File: config.mk
export PLATFORM = sky130hd
export DESIGN_NAME = piso_serializer_flat
export DESIGN_NICKNAME = d
export VERILOG_FILES = /design/src/rtl/piso_pkg.sv /design/src/rtl/piso_serializer_if.sv /design/src/rtl/piso_bit_counter.sv /design/src/rtl/piso_serializer.sv /design/src/flat_wrapper.sv
export SDC_FILE = /design/constraint.sdc
export NUM_CORES = 1
export LEC_CHECK = 0
export BUFFER_PORTS_ARGS = -buffer_cell sky130_fd_sc_hd__buf_4
export CORE_MARGIN = 1
export CORE_UTILIZATION = 44
export CTS_CLUSTER_SIZE = 12
export DETAILED_ROUTE_END_ITERATION = 10
export GPL_TIMING_DRIVEN = 0
export PLACE_DENSITY = 0.73
export SETUP_SLACK_MARGIN = 0.3
export SYNTH_ARGS = -nofsm -noshare
export SYNTH_HDL_FRONTEND = slang
export SYNTH_SLANG_ARGS = --single-unit
File: constraint.sdc
create_clock -name clk -period 1.3 [get_ports clk]
set_input_delay 0.065 -clock clk [delete_from_list [all_inputs] [get_ports clk]]
set_output_delay 0.065 -clock clk [all_outputs]
set_load 0.01 [all_outputs]
File: src/rtl/piso_pkg.sv
// rtl/piso_pkg.sv - shared state type and counter-width helper for the serializer
package piso_pkg;

  typedef enum logic [1:0] {
    IDLE  = 2'd0,
    SHIFT = 2'd1,
    GAP   = 2'd2
  } piso_state_t;

  // Bits needed to count 0..max_count-1; never narrower than one bit.
  function automatic int cnt_width(input int max_count);
    return (max_count <= 2) ? 1 : $clog2(max_count);
  endfunction

endpackage

File: src/rtl/piso_serializer_if.sv
// rtl/piso_serializer_if.sv - parallel-side valid/ready handshake bundle
interface piso_serializer_if #(
  parameter int DATA_WIDTH = 8
) ();

  logic [DATA_WIDTH-1:0] data_in;
  logic                  data_valid;
  logic                  data_ready;

  modport master (
    output data_in,
    output data_valid,
    input  data_ready
  );

  modport slave (
    input  data_in,
    input  data_valid,
    output data_ready
  );

endinterface

File: src/rtl/piso_bit_counter.sv
// rtl/piso_bit_counter.sv - clear-on-load up counter that parks at its terminal value
module piso_bit_counter #(
  parameter int WIDTH    = 3,
  parameter int TERMINAL = 7
) (
  input  logic clk,
  input  logic reset,
  input  logic load,
  input  logic enable,
  output logic terminal_count
);

  localparam logic [WIDTH-1:0] TC_VALUE = WIDTH'(TERMINAL);

  logic [WIDTH-1:0] count;

  // Count up while enabled; load restarts from zero and wins over enable.
  always_ff @(posedge clk) begin
    if (reset) begin
      count <= '0;
    end else if (load) begin
      count <= '0;
    end else if (enable && !terminal_count) begin
      count <= count + 1'b1;
    end
  end

  assign terminal_count = (count == TC_VALUE);

endmodule

File: src/rtl/piso_serializer.sv
// rtl/piso_serializer.sv - parallel-in/serial-out serializer with optional inter-word gap
module piso_serializer
  import piso_pkg::*;
#(
  parameter int DATA_WIDTH = 8,
  parameter bit MSB_FIRST  = 1'b1,
  parameter int GAP_CYCLES = 0
) (
  input  logic              clk,
  input  logic              reset,
  piso_serializer_if.slave  up,
  output logic              serial_out,
  output logic              frame,
  output logic              done
);

  localparam int BIT_CNT_W = cnt_width(DATA_WIDTH);

  piso_state_t           state;
  piso_state_t           state_next;
  logic                  handshake;
  logic                  bit_load;
  logic                  bit_tc;
  logic                  bit_last;
  logic                  gap_last;
  logic [DATA_WIDTH-1:0] shadow;

  // Bit counter tracks which bit is on serial_out; it restarts outside SHIFT and
  // after every last bit so a back-to-back word begins at index 0.
  piso_bit_counter #(
    .WIDTH    (BIT_CNT_W),
    .TERMINAL (DATA_WIDTH - 1)
  ) u_bit_counter (
    .clk            (clk),
    .reset          (reset),
    .load           (bit_load),
    .enable         (state == SHIFT),
    .terminal_count (bit_tc)
  );

  generate
    if (GAP_CYCLES > 0) begin : g_gap
      localparam int GAP_CNT_W = cnt_width(GAP_CYCLES + 1);
      logic gap_tc;

      piso_bit_counter #(
        .WIDTH    (GAP_CNT_W),
        .TERMINAL (GAP_CYCLES - 1)
      ) u_gap_counter (
        .clk            (clk),
        .reset          (reset),
        .load           (state != GAP),
        .enable         (state == GAP),
        .terminal_count (gap_tc)
      );

      assign gap_last = (state == GAP) && gap_tc;
    end else begin : g_no_gap
      assign gap_last = 1'b0;
    end
  endgenerate

  // State register.
  always_ff @(posedge clk) begin
    if (reset) begin
      state <= IDLE;
    end else begin
      state <= state_next;
    end
  end

  // Next-state decode.
  always_comb begin
    state_next = state;
    case (state)
      IDLE: begin
        if (handshake) state_next = SHIFT;
      end
      SHIFT: begin
        if (bit_last) begin
          if (GAP_CYCLES > 0)  state_next = GAP;
          else if (handshake)  state_next = SHIFT;
          else                 state_next = IDLE;
        end
      end
      GAP: begin
        if (gap_last) state_next = IDLE;
      end
      default: state_next = IDLE;
    endcase
  end

  // Outputs and counter control decoded from state; ready is held low during reset.
  always_comb begin
    bit_last      = (state == SHIFT) && bit_tc;
    frame         = (state == SHIFT);
    done          = bit_last;
    up.data_ready = !reset && ((state == IDLE) || (bit_last && (GAP_CYCLES == 0)));
    handshake     = up.data_valid && up.data_ready;
    bit_load      = (state != SHIFT) || bit_last;
  end

  // Shadow shift register and registered serial bit; the first bit is taken straight
  // from data_in on the handshake edge so it appears one cycle after the handshake.
  always_ff @(posedge clk) begin
    if (reset) begin
      shadow     <= '0;
      serial_out <= 1'b0;
    end else if (handshake) begin
      serial_out <= MSB_FIRST ? up.data_in[DATA_WIDTH-1] : up.data_in[0];
      shadow     <= MSB_FIRST ? (up.data_in << 1) : (up.data_in >> 1);
    end else if ((state == SHIFT) && !bit_tc) begin
      serial_out <= MSB_FIRST ? shadow[DATA_WIDTH-1] : shadow[0];
      shadow     <= MSB_FIRST ? (shadow << 1) : (shadow >> 1);
    end else begin
      serial_out <= 1'b0;
    end
  end

endmodule

File: src/flat_wrapper.sv
// flat-port wrapper written by rule: the top's interface ports become plain ports
module piso_serializer_flat import piso_pkg::*;
#(
  parameter int DATA_WIDTH = 8,
  parameter bit MSB_FIRST  = 1'b1,
  parameter int GAP_CYCLES = 0
)
  (clk, reset, serial_out, frame, done, up_data_in, up_data_valid, up_data_ready);
  piso_serializer_if #(.DATA_WIDTH(DATA_WIDTH)) up_i ();
  input  logic clk;
  input  logic reset;
  output logic serial_out;
  output logic frame;
  output logic done;
  input wire logic [$bits(up_i.data_in)-1:0] up_data_in;
  input wire logic [$bits(up_i.data_valid)-1:0] up_data_valid;
  output wire logic [$bits(up_i.data_ready)-1:0] up_data_ready;
  assign up_i.data_in = up_data_in;
  assign up_i.data_valid = up_data_valid;
  assign up_data_ready = up_i.data_ready;
  piso_serializer #(.DATA_WIDTH(DATA_WIDTH), .MSB_FIRST(MSB_FIRST), .GAP_CYCLES(GAP_CYCLES)) u_core (.clk(clk), .reset(reset), .up(up_i), .serial_out(serial_out), .frame(frame), .done(done));
endmodule
==> results of run 1 <==
==> kinds of logic (layout without fill, tap and decap cells) <==
logic type | after synthesis | count (layout)
simple gates | 18 | 18
flops | 12 | 12
compound gates | 7 | 7
mux | 7 | 7
buf+inv | 4 | 27
fa+ha+maj | 2 | 2
==> synthesized netlist by cell type <==
cell and number:
dfxtp_1 12, nor2_1 9, mux2i_1 7, a211oi_2 6, ha_1 2, nor3b_2 2, a21oi_2 1, and2_2 1
and2b_1 1, buf_12 1, buf_2 1, buf_6 1, buf_8 1, nand2_1 1, nand2b_1 1, nand3_2 1
nor3_1 1, nor3_2 1
==> state kept, by name, summed over array words and instances, names as in the netlist <==
signal / cells
u_core.u_bit_counter.count: 3
u_core.state: 1
u_core.shadow: 7
u_core.serial_out: 1
==> per-stage QoR <==
| stage | cells | area (sq um) | hold WS [ps] | setup WS (ps) | power [uW] |
|---|---|---|---|---|---|
| floorplan | 50 | 614.3 | 127.1 | 66.29 | 510.9 |
| global placement | 77 | 729.5 | 258.9 | 23.53 | 554.5 |
| detailed placement | 77 | 729.5 | 257.3 | 14.08 | 557.4 |
| CTS | 86 | 885.9 | -37.46 | -100.9 | 913.8 |
| global route | 87 | 902.1 | -36.89 | -157.9 | 961.4 |
| finish | 87 | 902.1 | -24.19 | -107.2 | 912.2 |
==> final cells by class <==
class / count / area (sq um)
fillers: 83 / 269.0
well taps: 14 / 17.52
flip-flops and latches: 12 / 242.7
multi-input cells: 34 / 376.6
plain buffers: 4 / 51.30
clock buffers: 4 / 36.28
repair buffers: 19 / 177.7
==> worst paths after layout <==
kind	cells after the start	endpoint	slack, ps	from
min	2	u_core.u_bit_counter.count[1]	-20	reset
max	5	up_data_ready	-110	u_core.u_bit_counter.count[0]
min reg2reg	2	u_core.serial_out	490	u_core.shadow[7]
max reg2reg	7	u_core.serial_out	-40	u_core.u_bit_counter.count[0]
==> layer usage <==
metal / GRT usage, % / vias to the layer above / part of all wire, %
met2: 34.32 / 9 / 53
met1: 23.55 / 207 / 43
met5: 0 / - / 0
li1: - / 221 / -
met4: 8.036 / 0 / 0.51
met3: 3.488 / 2 / 3.7
==> worst max-delay path: cells and delay by family (launching register included) <==
family | cells | cell delay [ps]
adder cells (fa/ha/maj) | 2 | 270
AND/OR/NAND/NOR | 2 | 320
flip-flops | 1 | 360
buffers and inverters | 1 | 130
==> what timing repair did <==
action                                  in CTS  in global routing
gates resized for setup                     18                  3
pin swaps                                    3                  6
gates cloned                                 1                  0
buffers inserted                             4                  1
hold endpoints to repair                     3                  3
endpoints found under the setup margin      14                 14
==> power groups by stage <==
stage                     logic, uW  registers [uW]  clock network [uW]
after floorplan                96.9             414                   0
after global placement          141             414                   0
after detailed placement        143             415                   0
after CTS                       189             413                 312
after global routing            213             417                 332
final                           198             414                 300
==> results.cfg, run 1 <==
[logic_synthesis]
ys_ff_latch = 12
synth_compound_area_share_pct = 14.47
ys_seq_area_share_pct = 41.47
synthAdderAreaFrac_pct = 4.320
muxShareOfSynthArea_pct = 12.10
synth_top_family_by_area = simple AND/OR/NAND/NOR gates
yosys.area.top_type_share_pct = 41.47
avgSynthCellArea_sq_um = 11.59
synth-simple-area-share_pct = 18.79
synth_xor_area_share_pct = 0
synth_fp_nets = 63
yosys.area.top_type = dfxtp_1
yosysUniqueCellTypes = 18
synth_warnings = 0
synth_area_sq_um = 579.3
syn_inst = 50
synthTopCellsByArea = dfxtp_1 (41%), a211oi_2 (13%), mux2i_1 (12%)

[detailed_routing]
wl_per_cell_microns = 13.59
vias = 439
drtIter0Drc = 4
drt_first_pass_iters = 2
via_per_inst = 5.046
wirelength_mm = 1.182
ant_nets = 0
drc = 0

[timing]
timing.hold.ws_ps = -24.19
min_period_ps = 1407
setup_ws_ps = -107.2
final-setup-viol-count = 6
max-slew-margin-rel_pct = 81.83
tns_ps = -196.3
finalCritPeriodShare_pct = 108.2
clock.fmax_mhz = 710.6
worst_pin_slew_ps = 272.6
maxSlewViolCount = 0
clock_skew_ps = 0.4994
hold_viol = 3
rsz0062_at_grt = true

[critical_path]
cpPeakStageDelay_ps = 360
crit_top_cell = ha_4
worstSetupStartpointType = flip-flop
required_ps = 1240
path_class = flip-flop to output port
slowest_stage = dfxtp_2
cp-end-kind = output port
crit_chain = ha_4 > ha_4 > and2b_2 > nor2_1 > buf_4
crit_fanout = 3
arrival_ps = 1340

[power]
seq_power_share_pct = 45.4
power_leakage_uw = 0.0003752
p_switching_uw = 236.5
pwr_density_cell_mw_per_mm2 = 1011
power.internal_uw = 675.8
swShare_pct = 25.92
comb_power_share_pct = 21.7
clockPowerShare_pct = 32.9
vdd_drop_max_mv = 0.8022

[clocking]
cts_buffer_depth = 2
cts_tree = built
clock_latency_ps = 270
htree_levels = 1
cts_root_buf = clkbuf_4
clk_pin_slew_ps = 80
cts_buffers = 3
cts_sinks = 12

[cells_and_area]
drive_above_1_share_pct = 73.97
area_growth_pct = 55.72
fin_util_pct = 77.03
nets = 87
final_common_cell = buf_4
final_cell_mix = buf_4 (14), dfxtp_1 (10), mux2i_1 (7), nor2_4 (6), a211oi_2 (6)
antenna_cells = 0

[min_path]
hold_class = primary input to flip-flop

[run]
max-cap-violations = 0

[floorplanning]
start_util_pct = 49.47
dieArea_sq_mm = 0.001466
core_sq_mm = 0.001171
ios = 15
rows = 12
dieHeight_microns = 38.29
die_w_microns = 38.29

[run_status]
violations = negative hold slack, negative setup slack
status = complete, but fails checks

[global_route]
grt_usage_pct = 19.73
grt_pass1_vias = 408
grt_pass1_wl_mm = 1.849
antenna_found_initial = 0
overflow = 0
grt_max_degree = 11

[placed_design]
routabilityCongestion = 0.6215
hpwl_microns = 665.8
io_buffer_count = 13
Power figures use the tool's default switching activity.
==> run 2: changes to the inputs <==
--- a/config.mk
+++ b/config.mk
@@ -8,6 +8,7 @@
 export BUFFER_PORTS_ARGS = -buffer_cell sky130_fd_sc_hd__buf_4
 export CORE_MARGIN = 1
 export CORE_UTILIZATION = 44
+export CTS_BUF_LIST = sky130_fd_sc_hd__clkbuf_16
 export CTS_CLUSTER_SIZE = 12
 export DETAILED_ROUTE_END_ITERATION = 10
 export GPL_TIMING_DRIVEN = 0
==> run 2 against run 1 <==
Net effect:
- the run ends with negative setup slack left
- flip-flop and latch count unchanged
- worst setup slack improved by 40 ps
- final cell count unchanged
- total power increased by 29%
- critical path depth unchanged
- utilization increased by 3.4 points
- sequential power about the same
- first-iteration DRC count decreased by 25%
- clock power increased by 91%
==> results.cfg, run 2 (same netlist as run 1, synthesis figures left out) <==
[run_status]
status = complete, but fails checks
violations = negative setup slack

[global_route]
grt_pass1_vias = 419
grt_max_degree = 11
antenna_found_initial = 0
grt_usage_pct = 20.54
grt_pass1_wl_mm = 1.890
overflow = 0

[critical_path]
crit_path_end = up_data_ready
reg2reg_depth = 7
r2r_slack_ps = -20
path_class = flip-flop to output port
worstSetupStartpointType = flip-flop
required_ps = 1240
cpPeakStageDelay_ps = 350
arrival_ps = 1300
crit_top_cell = ha_4
crit_fanout = 3
startpoint = u_core.u_bit_counter.count[0]
r2r-start = u_core.u_bit_counter.count[0]
slowest_stage = dfxtp_2
crit_chain = ha_4 > ha_4 > and2b_2 > nor2_1 > buf_4
cp-end-kind = output port
worstReg2RegEnd = u_core.shadow[4]

[floorplanning]
dieArea_sq_mm = 0.001466
dieHeight_microns = 38.29
start_util_pct = 49.47
rows = 12
die_w_microns = 38.29
ios = 15
core_sq_mm = 0.001171

[power]
vdd_drop_max_mv = 1.062
swShare_pct = 22.99
power_uw = 1181
seq_power_share_pct = 35.2
power_leakage_uw = 0.0003920
comb_power_share_pct = 16.2
pwr_density_cell_mw_per_mm2 = 1253
p_switching_uw = 271.4
power.internal_uw = 909.5
clockPowerShare_pct = 48.6

[clocking]
cts_tree = built
cts_sinks = 12
clock_latency_ps = 240
clk_pin_slew_ps = 40
htree_levels = 1
cts_buffers = 3
cts_root_buf = clkbuf_16
cts_buffer_depth = 2

[detailed_routing]
vias = 449
via_per_inst = 5.161
wirelength_mm = 1.210
drtIter0Drc = 3
drc = 0
drt_first_pass_iters = 4
wl_per_cell_microns = 13.91
ant_nets = 0

[timing]
clock_skew_ps = 1.161
clock.fmax_mhz = 731.5
hold_viol = 0
final-setup-viol-count = 4
maxSlewViolCount = 0
worst_pin_slew_ps = 280.1
finalCritPeriodShare_pct = 105.2
max-slew-margin-rel_pct = 81.33
min_period_ps = 1367
setup_ws_ps = -67.00
rsz0062_at_grt = true
timing.hold.ws_ps = 11.61

[placed_design]
routabilityCongestion = 0.6215
io_buffer_count = 13
hpwl_microns = 665.8

[cells_and_area]
drive_above_1_share_pct = 71.23
final_common_cell = buf_4
nets = 87
antenna_cells = 0
fill_cells = 80
final_cell_mix = buf_4 (15), dfxtp_1 (10), mux2i_1 (7), a211oi_2 (6), nor2_4 (5)
largest_reg_flops = 7
fin_util_pct = 80.45
regMostFlops = u_core.shadow
area_growth_pct = 62.63
top_regs = u_core.shadow (7), u_core.u_bit_counter.count (3)

[min_path]
hold_class = primary input to flip-flop

[run]
max-cap-violations = 0
==> run 2: area by class of cell <==
cell class	count	area [sq um]	share of cell area (%)
well taps	14	17.52	1.859
plain buffers	4	51.30	5.445
clock buffers	3	75.07	7.968
multi-input cells	34	377.9	40.11
repair buffers	19	173.9	18.46
flip-flops and latches	12	242.7	25.76
clock inverters	1	3.754	0.3984
==> run 2: worst max-delay path: cells and delay by family, from the launching register on <==
kind,cells,cell delay [ps]
adder cells (fa/ha/maj),2,270
flip-flops,1,350
AND/OR/NAND/NOR,2,300
buffers and inverters,1,130
==> run 2: worst min-delay path by stage <==
stage | to | start | cells after the start
2_1_floorplan | u_core.u_bit_counter.count[1] | reset | 1
3_3_place_gp | u_core.u_bit_counter.count[1] | reset | 2
3_5_place_dp | u_core.u_bit_counter.count[1] | reset | 2
4_1_cts | u_core.u_bit_counter.count[1] | reset | 2
5_1_grt | u_core.u_bit_counter.count[1] | reset | 2
6_report | u_core.u_bit_counter.count[1] | reset | 2
==> run 2: what timing repair did <==
action,4_1_cts,5_1_grt
setup buffers,3,2
resized for setup,12,8
hold buffers,0,0
setup endpoints to repair,14,14
gates cloned,1,0
endpoints found under the hold margin,0,0
pin swaps,1,7
==> run 2: routing by layer <==
metal | up-vias | track usage, % | part of all wire (%)
met5 | - | 0 | 0
li1 | 223 | - | -
met4 | 0 | 13.39 | 3.0
met1 | 207 | 22.66 | 41
met3 | 5 | 6.977 | 4.8
met2 | 14 | 33.05 | 51
==> run 2: metrics by stage <==
stage	TNS, ps	area [sq um]	worst slack (ps)	std cells
floorplan	0	614.3	66.29	50
global placement	0	729.5	23.53	77
detailed placement	0	729.5	14.08	77
CTS	-108.0	892.1	-63.48	85
global route	-412.2	942.2	-104.6	87
finish	-114.8	942.2	-67.00	87
==> run 2: power by group through the flow <==
stage | Combinational [uW] | Clock, uW | Sequential, uW
finish | 191 | 574 | 416
global route | 207 | 601 | 418
CTS | 176 | 580 | 412
detailed placement | 143 | 0 | 415
global placement | 141 | 0 | 414
floorplan | 96.9 | 0 | 414
==> run 3: changes to the inputs <==
--- a/config.mk
+++ b/config.mk
@@ -7,12 +7,12 @@
 export LEC_CHECK = 0
 export BUFFER_PORTS_ARGS = -buffer_cell sky130_fd_sc_hd__buf_4
 export CORE_MARGIN = 1
-export CORE_UTILIZATION = 44
+export CORE_UTILIZATION = 40
 export CTS_BUF_LIST = sky130_fd_sc_hd__clkbuf_16
 export CTS_CLUSTER_SIZE = 12
 export DETAILED_ROUTE_END_ITERATION = 10
 export GPL_TIMING_DRIVEN = 0
-export PLACE_DENSITY = 0.73
+export PLACE_DENSITY = 0.68
 export SETUP_SLACK_MARGIN = 0.3
 export SYNTH_ARGS = -nofsm -noshare
 export SYNTH_HDL_FRONTEND = slang
==> run 3 against run 2 <==
Net effect:
- the flow still finishes with violations (negative setup slack)
- wire length decreased by 8.3%
- worst setup slack improved by 5.6 ps
- sequential share of layout area about the same
- register-to-register slack improved by 30 ps
- cell area decreased by 0.13%
- final cell count unchanged
- clock skew about the same
- worst hold slack improved by 3.7 ps
- flip-flop and latch count unchanged
- sequential power about the same
==> results.cfg, run 3 (same netlist as run 1, synthesis figures left out) <==
[timing]
setup_ws_ps = -61.44
worst_pin_slew_ps = 272.2
clock.fmax_mhz = 734.5
finalCritPeriodShare_pct = 104.7
final-setup-viol-count = 2
tns_ps = -82.97
maxSlewViolCount = 0
rsz0062_at_grt = true
clock_skew_ps = 0.6908
min_period_ps = 1361
max-slew-margin-rel_pct = 81.86
hold_viol = 0

[floorplanning]
rows = 13
core_sq_mm = 0.001318
dieHeight_microns = 40.06
dieArea_sq_mm = 0.001604
start_util_pct = 43.97
ios = 15
die_w_microns = 40.06

[cells_and_area]
multiInputGateArea_sq_um = 375.4
ff_latch_area_sq_um = 242.7
antenna_cells = 0
drive_above_1_share_pct = 72.22
final_common_cell = buf_4
regMostFlops = u_core.shadow
nets = 87
largest_reg_flops = 7
layoutNonFillerInstCount = 87
area_growth_pct = 62.42
fin_area_sq_um = 940.9
final_cell_mix = buf_4 (15), dfxtp_1 (10), mux2i_1 (7), nor2_4 (6), a211oi_2 (6)
top_regs = u_core.shadow (7), u_core.u_bit_counter.count (3)
fill_cells = 96

[power]
swShare_pct = 21.49
seq_power_share_pct = 36.1
power_uw = 1153
pwr_density_cell_mw_per_mm2 = 1225
clockPowerShare_pct = 47.2
p_switching_uw = 247.8
power.internal_uw = 905.1
power_leakage_uw = 0.0003917
comb_power_share_pct = 16.6
vdd_drop_max_mv = 0.9438

[critical_path]
worstSetupStartpointType = flip-flop
cp-end-kind = output port
arrival_ps = 1300
required_ps = 1240
crit_fanout = 3
path_class = flip-flop to output port

[run_status]
violations = negative setup slack
status = complete, but fails checks

[global_route]
grt_usage_pct = 18.70
busiest_layer = met2
grt_max_degree = 11
overflow = 0
grt_pass1_vias = 398
grt_pass1_wl_mm = 1.780
antenna_found_initial = 0
met1_usage_pct = 20.82
gr-usage-met3_pct = 3.333
use_met2_pct = 29.44

[clocking]
htree_levels = 1
clock_latency_ps = 240
clk_pin_slew_ps = 40
cts_root_buf = clkbuf_16
cts_tree = built
cts_buffer_depth = 2
cts_sinks = 12
ctsHoldBuffers = 0
cts_buffers = 3

[placed_design]
dpl.cell_count = 78
io_buffer_count = 13
routabilityCongestion = 0.6294
post_dp_cell_area_sq_um = 730.7
hpwl_microns = 629.8

[run]
max-cap-violations = 0

[detailed_routing]
wl_per_cell_microns = 12.75
drc = 0
drt_first_pass_iters = 3
drtIter0Drc = 1
vias = 434
via_per_inst = 4.989
ant_nets = 0
wirelength_mm = 1.109

[min_path]
hold_class = primary input to flip-flop
==> run 3: what timing repair did <==
action	in CTS	in global routing
setup endpoints to repair	14	14
setup buffers	5	0
resized for setup	13	8
gates cloned	1	0
==> run 3: critical path, stage by stage (launching register included) <==
cell and delay (ps):
dfxtp_2 330, ha_4 160, ha_4 160, and2b_2 230, nor2_1 40, buf_4 150
==> run 3: worst paths after layout <==
check | startpoint | end | slack (ps) | cells after the start
worst min-delay path | reset | u_core.u_bit_counter.count[1] | 20 | 2
worst max-delay path | u_core.u_bit_counter.count[0] | up_data_ready | -60 | 5
worst max register to register | u_core.u_bit_counter.count[0] | u_core.u_bit_counter.count[0] | 10 | 6
worst min register to register | u_core.shadow[7] | u_core.serial_out | 490 | 2
==> run 3: metal layers <==
layer / vias up / wire length, microns
li1: 221 / -
met2: 14 / 556
met3: 4 / 58
met4: 0 / 41
met1: 195 / 453
met5: - / 0
==> run 3: power by group through the flow <==
stage | Sequential, uW | Clock, uW | Combinational (uW)
3_3_place_gp | 414 | 0 | 141
4_1_cts | 412 | 556 | 179
3_5_place_dp | 415 | 0 | 143
5_1_grt | 419 | 572 | 206
2_1_floorplan | 414 | 0 | 96.9
6_report | 417 | 544 | 192
==> run 3: area by class of cell <==
type / instances / share of cell area, %
Timing Repair Buffer: 19 / 18.48
Multi-Input combinational cell: 34 / 39.89
Clock buffer: 3 / 7.979
Tap cell: 15 / 1.995
Sequential cell: 12 / 25.80
Buffer: 4 / 5.851
==> run 3: stage by stage <==
step           utilization [%]  setup slack (ps)  hold WS [ps]
3_5_place_dp             55.46           -0.2764         256.6
4_1_cts                  68.57            -49.40         7.637
3_3_place_gp             55.46             25.61         257.5
6_report                 71.41            -61.44         15.35
2_1_floorplan                -             66.29         127.1
5_1_grt                  71.41            -113.5         19.01
